==> src/rtl/mem_spi_pkg.sv <==
// rtl/mem_spi_pkg.sv - shared SPI flash opcodes, status bit and state encodings
package mem_spi_pkg;

  localparam logic [7:0] SPI_OP_WREN = 8'h06;
  localparam logic [7:0] SPI_OP_PP   = 8'h02;
  localparam logic [7:0] SPI_OP_RDSR = 8'h05;
  localparam logic [7:0] SPI_OP_READ = 8'h03;

  localparam int STATUS_WIP_BIT = 0;

  localparam logic [6:0] BITS_WREN = 7'd8;
  localparam logic [6:0] BITS_PROG = 7'd64;
  localparam logic [6:0] BITS_POLL = 7'd16;

  typedef enum logic [1:0] {
    CG_IDLE,
    CG_ACTIVE,
    CG_TAIL
  } clk_gen_state_e;

  typedef enum logic [2:0] {
    WR_IDLE,
    WR_WREN,
    WR_PROG,
    WR_POLL,
    WR_DONE,
    WR_ERROR
  } wr_state_e;

endpackage

==> src/rtl/spi_clk_gen.sv <==
// rtl/spi_clk_gen.sv - chip-select framing and divided SPI mode-0 clock
module spi_clk_gen
  import mem_spi_pkg::*;
#(
  parameter int CLK_DIV_LOG2 = 2,
  parameter int CS_SETUP     = 5,
  parameter int CS_HOLD      = 8
) (
  input  logic           clk,
  input  logic           rst_n,
  input  clk_gen_state_e mode,
  output logic           sclk,
  output logic           cs,
  output logic           rise,
  output logic           fall,
  output logic           tail_done
);

  localparam int CW   = 16;
  localparam int HALF = 2 ** (CLK_DIV_LOG2 - 1);

  clk_gen_state_e          mode_q;
  logic [CW-1:0]           cnt;
  logic [CW-1:0]           n;
  logic [CLK_DIV_LOG2-1:0] ph;

  // n = cycles spent in the current mode, 0 on the first cycle after a mode change
  assign n  = (mode != mode_q) ? '0 : cnt;
  assign ph = n[CLK_DIV_LOG2-1:0] - CS_SETUP[CLK_DIV_LOG2-1:0];

  always_ff @(posedge clk) begin
    if (!rst_n) begin
      mode_q <= CG_IDLE;
      cnt    <= '0;
    end else begin
      mode_q <= mode;
      cnt    <= (n == '1) ? n : n + 1'b1;
    end
  end

  always_comb begin
    cs        = 1'b1;
    sclk      = 1'b0;
    rise      = 1'b0;
    fall      = 1'b0;
    tail_done = 1'b0;
    case (mode)
      CG_ACTIVE: begin
        cs = 1'b0;
        if (n >= CW'(CS_SETUP)) begin
          sclk = ~ph[CLK_DIV_LOG2-1];
          rise = (ph == '0);
          fall = (ph == HALF[CLK_DIV_LOG2-1:0]);
        end
      end
      CG_TAIL: begin
        // TAIL starts one cycle after the last falling edge, hence the -1 on both marks
        cs        = (n >= CW'(CS_HOLD - 1));
        tail_done = (n == CW'(2 * CS_HOLD - 2));
      end
      default: ;
    endcase
  end

endmodule

==> src/rtl/mem_write.sv <==
// rtl/mem_write.sv - SPI flash word writer: WREN, PAGE PROGRAM, then RDSR polling until WIP clears
module mem_write
  import mem_spi_pkg::*;
#(
  parameter int CLK_DIV_LOG2 = 2,
  parameter int CS_SETUP     = 5,
  parameter int CS_HOLD      = 8,
  parameter int POLL_LIMIT   = 1024
) (
  input  logic        clk,
  input  logic        rst_n,
  input  logic        miso,
  output logic        sclk,
  output logic        mosi,
  output logic        cs,
  input  logic [23:0] target_address,
  input  logic [31:0] write_data,
  input  logic        start_write,
  output logic        write_done,
  output logic        write_error
);

  localparam int PCW = $clog2(POLL_LIMIT) + 1;

  wr_state_e      state;
  wr_state_e      state_nxt;
  clk_gen_state_e cg_mode;
  logic           in_tail;
  logic           frame_active;
  logic           frame_end;
  logic           sclk_rise;
  logic           sclk_fall;
  logic           tail_done;
  logic           poll_more;
  logic           unused_status;
  logic [63:0]    tx;
  logic [7:0]     rx;
  logic [6:0]     bits_left;
  logic [PCW-1:0] poll_count;
  logic [23:0]    addr_q;
  logic [31:0]    data_q;

  assign frame_active  = (state == WR_WREN) || (state == WR_PROG) || (state == WR_POLL);
  assign cg_mode       = !frame_active ? CG_IDLE : (in_tail ? CG_TAIL : CG_ACTIVE);
  assign frame_end     = frame_active && in_tail && tail_done;
  assign poll_more     = (int'(poll_count) + 1) < POLL_LIMIT;
  assign unused_status = ^rx;

  spi_clk_gen #(
    .CLK_DIV_LOG2(CLK_DIV_LOG2),
    .CS_SETUP    (CS_SETUP),
    .CS_HOLD     (CS_HOLD)
  ) u_clk_gen (
    .clk      (clk),
    .rst_n    (rst_n),
    .mode     (cg_mode),
    .sclk     (sclk),
    .cs       (cs),
    .rise     (sclk_rise),
    .fall     (sclk_fall),
    .tail_done(tail_done)
  );

  assign mosi        = !cs ? tx[63] : 1'b0;
  assign write_done  = start_write && (state == WR_DONE);
  assign write_error = start_write && (state == WR_ERROR);

  always_ff @(posedge clk) begin
    if (!rst_n) state <= WR_IDLE;
    else        state <= state_nxt;
  end

  always_comb begin
    state_nxt = state;
    if (!start_write) begin
      state_nxt = WR_IDLE;
    end else begin
      case (state)
        WR_IDLE: state_nxt = WR_WREN;
        WR_WREN: if (frame_end) state_nxt = WR_PROG;
        WR_PROG: if (frame_end) state_nxt = WR_POLL;
        WR_POLL: begin
          if (frame_end) begin
            if (!rx[STATUS_WIP_BIT]) state_nxt = WR_DONE;
            else if (!poll_more)     state_nxt = WR_ERROR;
          end
        end
        default: ;
      endcase
    end
  end

  // Each frame end preloads the next frame's shift register; a repeated POLL reuses RDSR
  always_ff @(posedge clk) begin
    if (!rst_n) begin
      tx         <= '0;
      rx         <= '0;
      bits_left  <= '0;
      poll_count <= '0;
      in_tail    <= 1'b0;
      addr_q     <= '0;
      data_q     <= '0;
    end else if (state == WR_IDLE) begin
      in_tail <= 1'b0;
      if (start_write) begin
        addr_q    <= target_address;
        data_q    <= write_data;
        tx        <= {SPI_OP_WREN, 56'd0};
        bits_left <= BITS_WREN;
      end
    end else if (frame_end) begin
      in_tail   <= 1'b0;
      bits_left <= (state == WR_WREN) ? BITS_PROG : BITS_POLL;
      if (state == WR_WREN) tx <= {SPI_OP_PP, addr_q, data_q};
      else                  tx <= {SPI_OP_RDSR, 56'd0};
      if (state == WR_PROG)
        poll_count <= '0;
      else if (state == WR_POLL && poll_count != '1)
        poll_count <= poll_count + 1'b1;
    end else if (frame_active && !in_tail) begin
      if (sclk_rise) rx <= {rx[6:0], miso};
      if (sclk_fall) begin
        tx        <= {tx[62:0], 1'b0};
        bits_left <= bits_left - 7'd1;
        if (bits_left == 7'd1) in_tail <= 1'b1;
      end
    end
  end

endmodule

==> config.mk <==
export PLATFORM = sky130hd
export DESIGN_NAME = mem_write
export DESIGN_NICKNAME = d
export VERILOG_FILES = /design/src/rtl/mem_spi_pkg.sv /design/src/rtl/spi_clk_gen.sv /design/src/rtl/mem_write.sv
export SDC_FILE = /design/constraint.sdc
export NUM_CORES = 1
export LEC_CHECK = 0
export BUFFER_PORTS_ARGS = -buffer_cell sky130_fd_sc_hd__buf_2
export CAP_MARGIN = 20
export CELL_PAD_IN_SITES_DETAIL_PLACEMENT = 0
export CELL_PAD_IN_SITES_GLOBAL_PLACEMENT = 1
export CORE_MARGIN = 4
export CORE_UTILIZATION = 49
export CTS_CLUSTER_DIAMETER = 30
export CTS_CLUSTER_SIZE = 28
export DETAILED_ROUTE_END_ITERATION = 6
export GPL_ROUTABILITY_DRIVEN = 1
export PLACE_DENSITY_LB_ADDON = 0.1
export SYNTH_ARGS = -nofsm -noshare
export SYNTH_HDL_FRONTEND = slang
export SYNTH_SLANG_ARGS = --single-unit
export TNS_END_PERCENT = 1
==> constraint.sdc <==
create_clock -name clk -period 4.8 [get_ports clk]
set_input_delay 1.2 -clock clk [delete_from_list [all_inputs] [get_ports clk]]
set_output_delay 1.2 -clock clk [all_outputs]
set_load 0.02 [all_outputs]
==> metrics <==
VDD IR max=0.3000 mV; Routed met3 length=975 µm; number of buffers created by CTS=17; Period Utilization, post-route=0.8765; Int Pwr=2.296 mW; Routed Antenna Nets=0; Ys Warns=0; sequential share of power=0.466; sequential cell area fraction in the yosys report=0.4033; Slew HR=0.2909; largest net degree at the start of global routing=66; DR WL met2=9591 µm; drt initial violations=678; PostCTS Resize Cnt=0; Post-synth EDFFs=0; HP Class=register to register; Post-Place Worst Slack=0.9471 ns; die area=18420 µm²; Starting Density=0.5013; Worst-Margin Slew=1.064 ns; Post-Syn Area=7993 µm²; min cycle time layout=4.207 ns; Root Buffer Master=clkbuf_16; Pre-Repair DR Iteration Count=7; post-synth top area share=0.4033; Post-synth ARST share=0; leak pwr=3.186 nW; GRT Total Usage=0.2225; Avg WL per Cell=16.55 µm; Final Util=0.5615; Final setup violation count=0; Final Hold Fails=0; clk_lat worst skew=0.42 ns; post-synth top area cell=dfxtp_1; DP HPWL=12250 µm; htree depth=4; commonest non-fill, non-tap cell in the layout=nand2_1; CP max FO=8; Worst EP required=3.60 ns; number of global-route vias before repair=6981; share of cells above drive strength 1=0.1371; Die Span Y=135.7 µm; pwr dens=333.5 nW/µm²; Worst setup SP type=register; Worst Clk Skew=0.006394 ns; vias per inst=5.929; Reg clk slew, reported paths=0.06 ns; cell area after layout=8952 µm²; PortBufs=64; syn nets=1033; max cap viols=0; fin. max-slew vios=0; Bufs on Longest Clock Path=2; critical path type=register to output port; CTS tree=built; flops & latches, synth=161; hold_buf cts=0; gr ovfl total=0; Top Metal Used=met4; # Post-CTS Setup Buffers=0; status=complete, no violations; synth unique cells=66; Avg Inst Size Synth=8.283 µm²; endpoint class of the critical path=output port; R2R Setup Slk=0.84 ns; f_max=237.7 MHz; core region area=15940 µm²; row count=46; Comb pwr share=0.072; RSZ-0062 raised after global routing=false; most frequent cells in the layout=nand2_1 (196), dfxtp_1 (161), a21oi_1 (78); DRC=0; fin nets=1042; Gate Count Post-Synth=965; Die W=135.7 µm; Total Power=2.986 mW; Syn-to-layout area delta=12.01%; # clock sinks=161; GPL Wtd Cong=0.8695; ant diodes=0; Vias=7121; first-pass GRT wire length=33750 µm; synth top area cells=dfxtp_1 (40%), nand2_1 (9.3%), mux2i_1 (7.9%); Critical Path AT=3.01 ns; Sw Share=0.2310; Synth Flop Type=dfxtp_1; setup TNS=0 ns; antenna violations before repair=0; placed cell area=8330 µm²; Clock power frac=0.462; WL final=19880 µm; post-layout worst setup margin=0.5929 ns; WL met1=9208 µm; Psw=0.6899 mW; io pins=65
==> state kept, by name (all words and copies together), names as in the netlist <==
register / flops
tx: 64
data_q: 32
addr_q: 24
u_clk_gen.cnt: 16
poll_count: 11
bits_left: 7
state: 3
u_clk_gen.mode_q: 2
in_tail: 1
rx: 1
==> metal layers <==
layer / vias to the layer above / track usage
met2: 174 / 0.3717
li1: 3527 / -
met1: 3408 / 0.2965
met4: 0 / 0.06103
met5: - / 0
met3: 12 / 0.04049
==> worst paths after layout <==
kind | start | end | cells after the start
hold / removal | tx[0] | tx[0] | 2
setup reg to reg | state[2] | bits_left[6] | 11
setup / recovery | state[2] | mosi | 10
hold reg to reg | tx[0] | tx[0] | 2
==> worst max-delay path: stages (launching register included) <==
cell	delay, ns
dfxtp_1	0.52
o21ba_2	0.25
o21ai_1	0.20
nand2_1	0.27
nand2_1	0.19
inv_1	0.11
ha_1	0.26
a211o_1	0.30
a31o_2	0.25
nor2_1	0.07
buf_2	0.16
==> Yosys cell counts, drive strengths merged, types with 2 or more instances <==
library cell / instances
a2111oi: 2
a211o: 4
a211oi: 5
a21boi: 2
a21o: 59
a21oi: 79
a311oi: 2
a31oi: 5
and2: 5
and3: 6
and4: 3
buf: 35
clkbuf: 52
dfxtp: 161
ha: 8
inv: 15
mux2i: 63
nand2: 198
nand2b: 5
nand3: 16
nand4: 63
nor2: 21
nor3: 16
nor3b: 2
nor4: 6
o211ai: 59
o21ai: 18
o221ai: 3
o22ai: 5
o31ai: 6
o32ai: 2
o41ai: 2
or2: 3
or3: 13
or4: 3
xnor2: 2
==> cells by family (layout without fill, tap and decap cells) <==
logic type	count (synthesis)	in the layout	synth area share
DFF	161	161	0.4033
xor gates and xnor gates	3	3	0.003288
muxes	63	63	0.07890
adders and majority gates	8	8	0.01252
AOI/OAI and AO/OA	263	263	0.2257
and+or+nand+nor	365	365	0.2207
buffers and inverters	102	122	0.05557
==> stage by stage <==
step / hold slack (ns) / cells
floorplan: 0.4289 / 965
global placement: 0.4454 / 1170
detailed placement: 0.4435 / 1170
CTS: 0.4535 / 1200
global route: 0.4676 / 1201
finish: 0.4526 / 1201
==> layout make-up <==
class | instances | area, µm²
Clock buffer | 20 | 466.7
Clock inverter | 10 | 135.1
Fill cell | 1521 | 6990
Inverter | 15 | 57.56
Multi-Input combinational cell | 702 | 4357
Sequential cell | 161 | 3223
Tap cell | 216 | 270.3
Timing Repair Buffer | 77 | 442.9
==> power groups by stage <==
| stage | combinational (mW) | clock [mW] | sequential (mW) |
|---|---|---|---|
| floorplan | 0.156 | 0 | 1.41 |
| global placement | 0.209 | 0 | 1.42 |
| detailed placement | 0.214 | 0 | 1.42 |
| CTS | 0.214 | 1.41 | 1.39 |
| global route | 0.238 | 1.47 | 1.39 |
| finish | 0.216 | 1.38 | 1.39 |
Power figures use the tool's default switching activity.
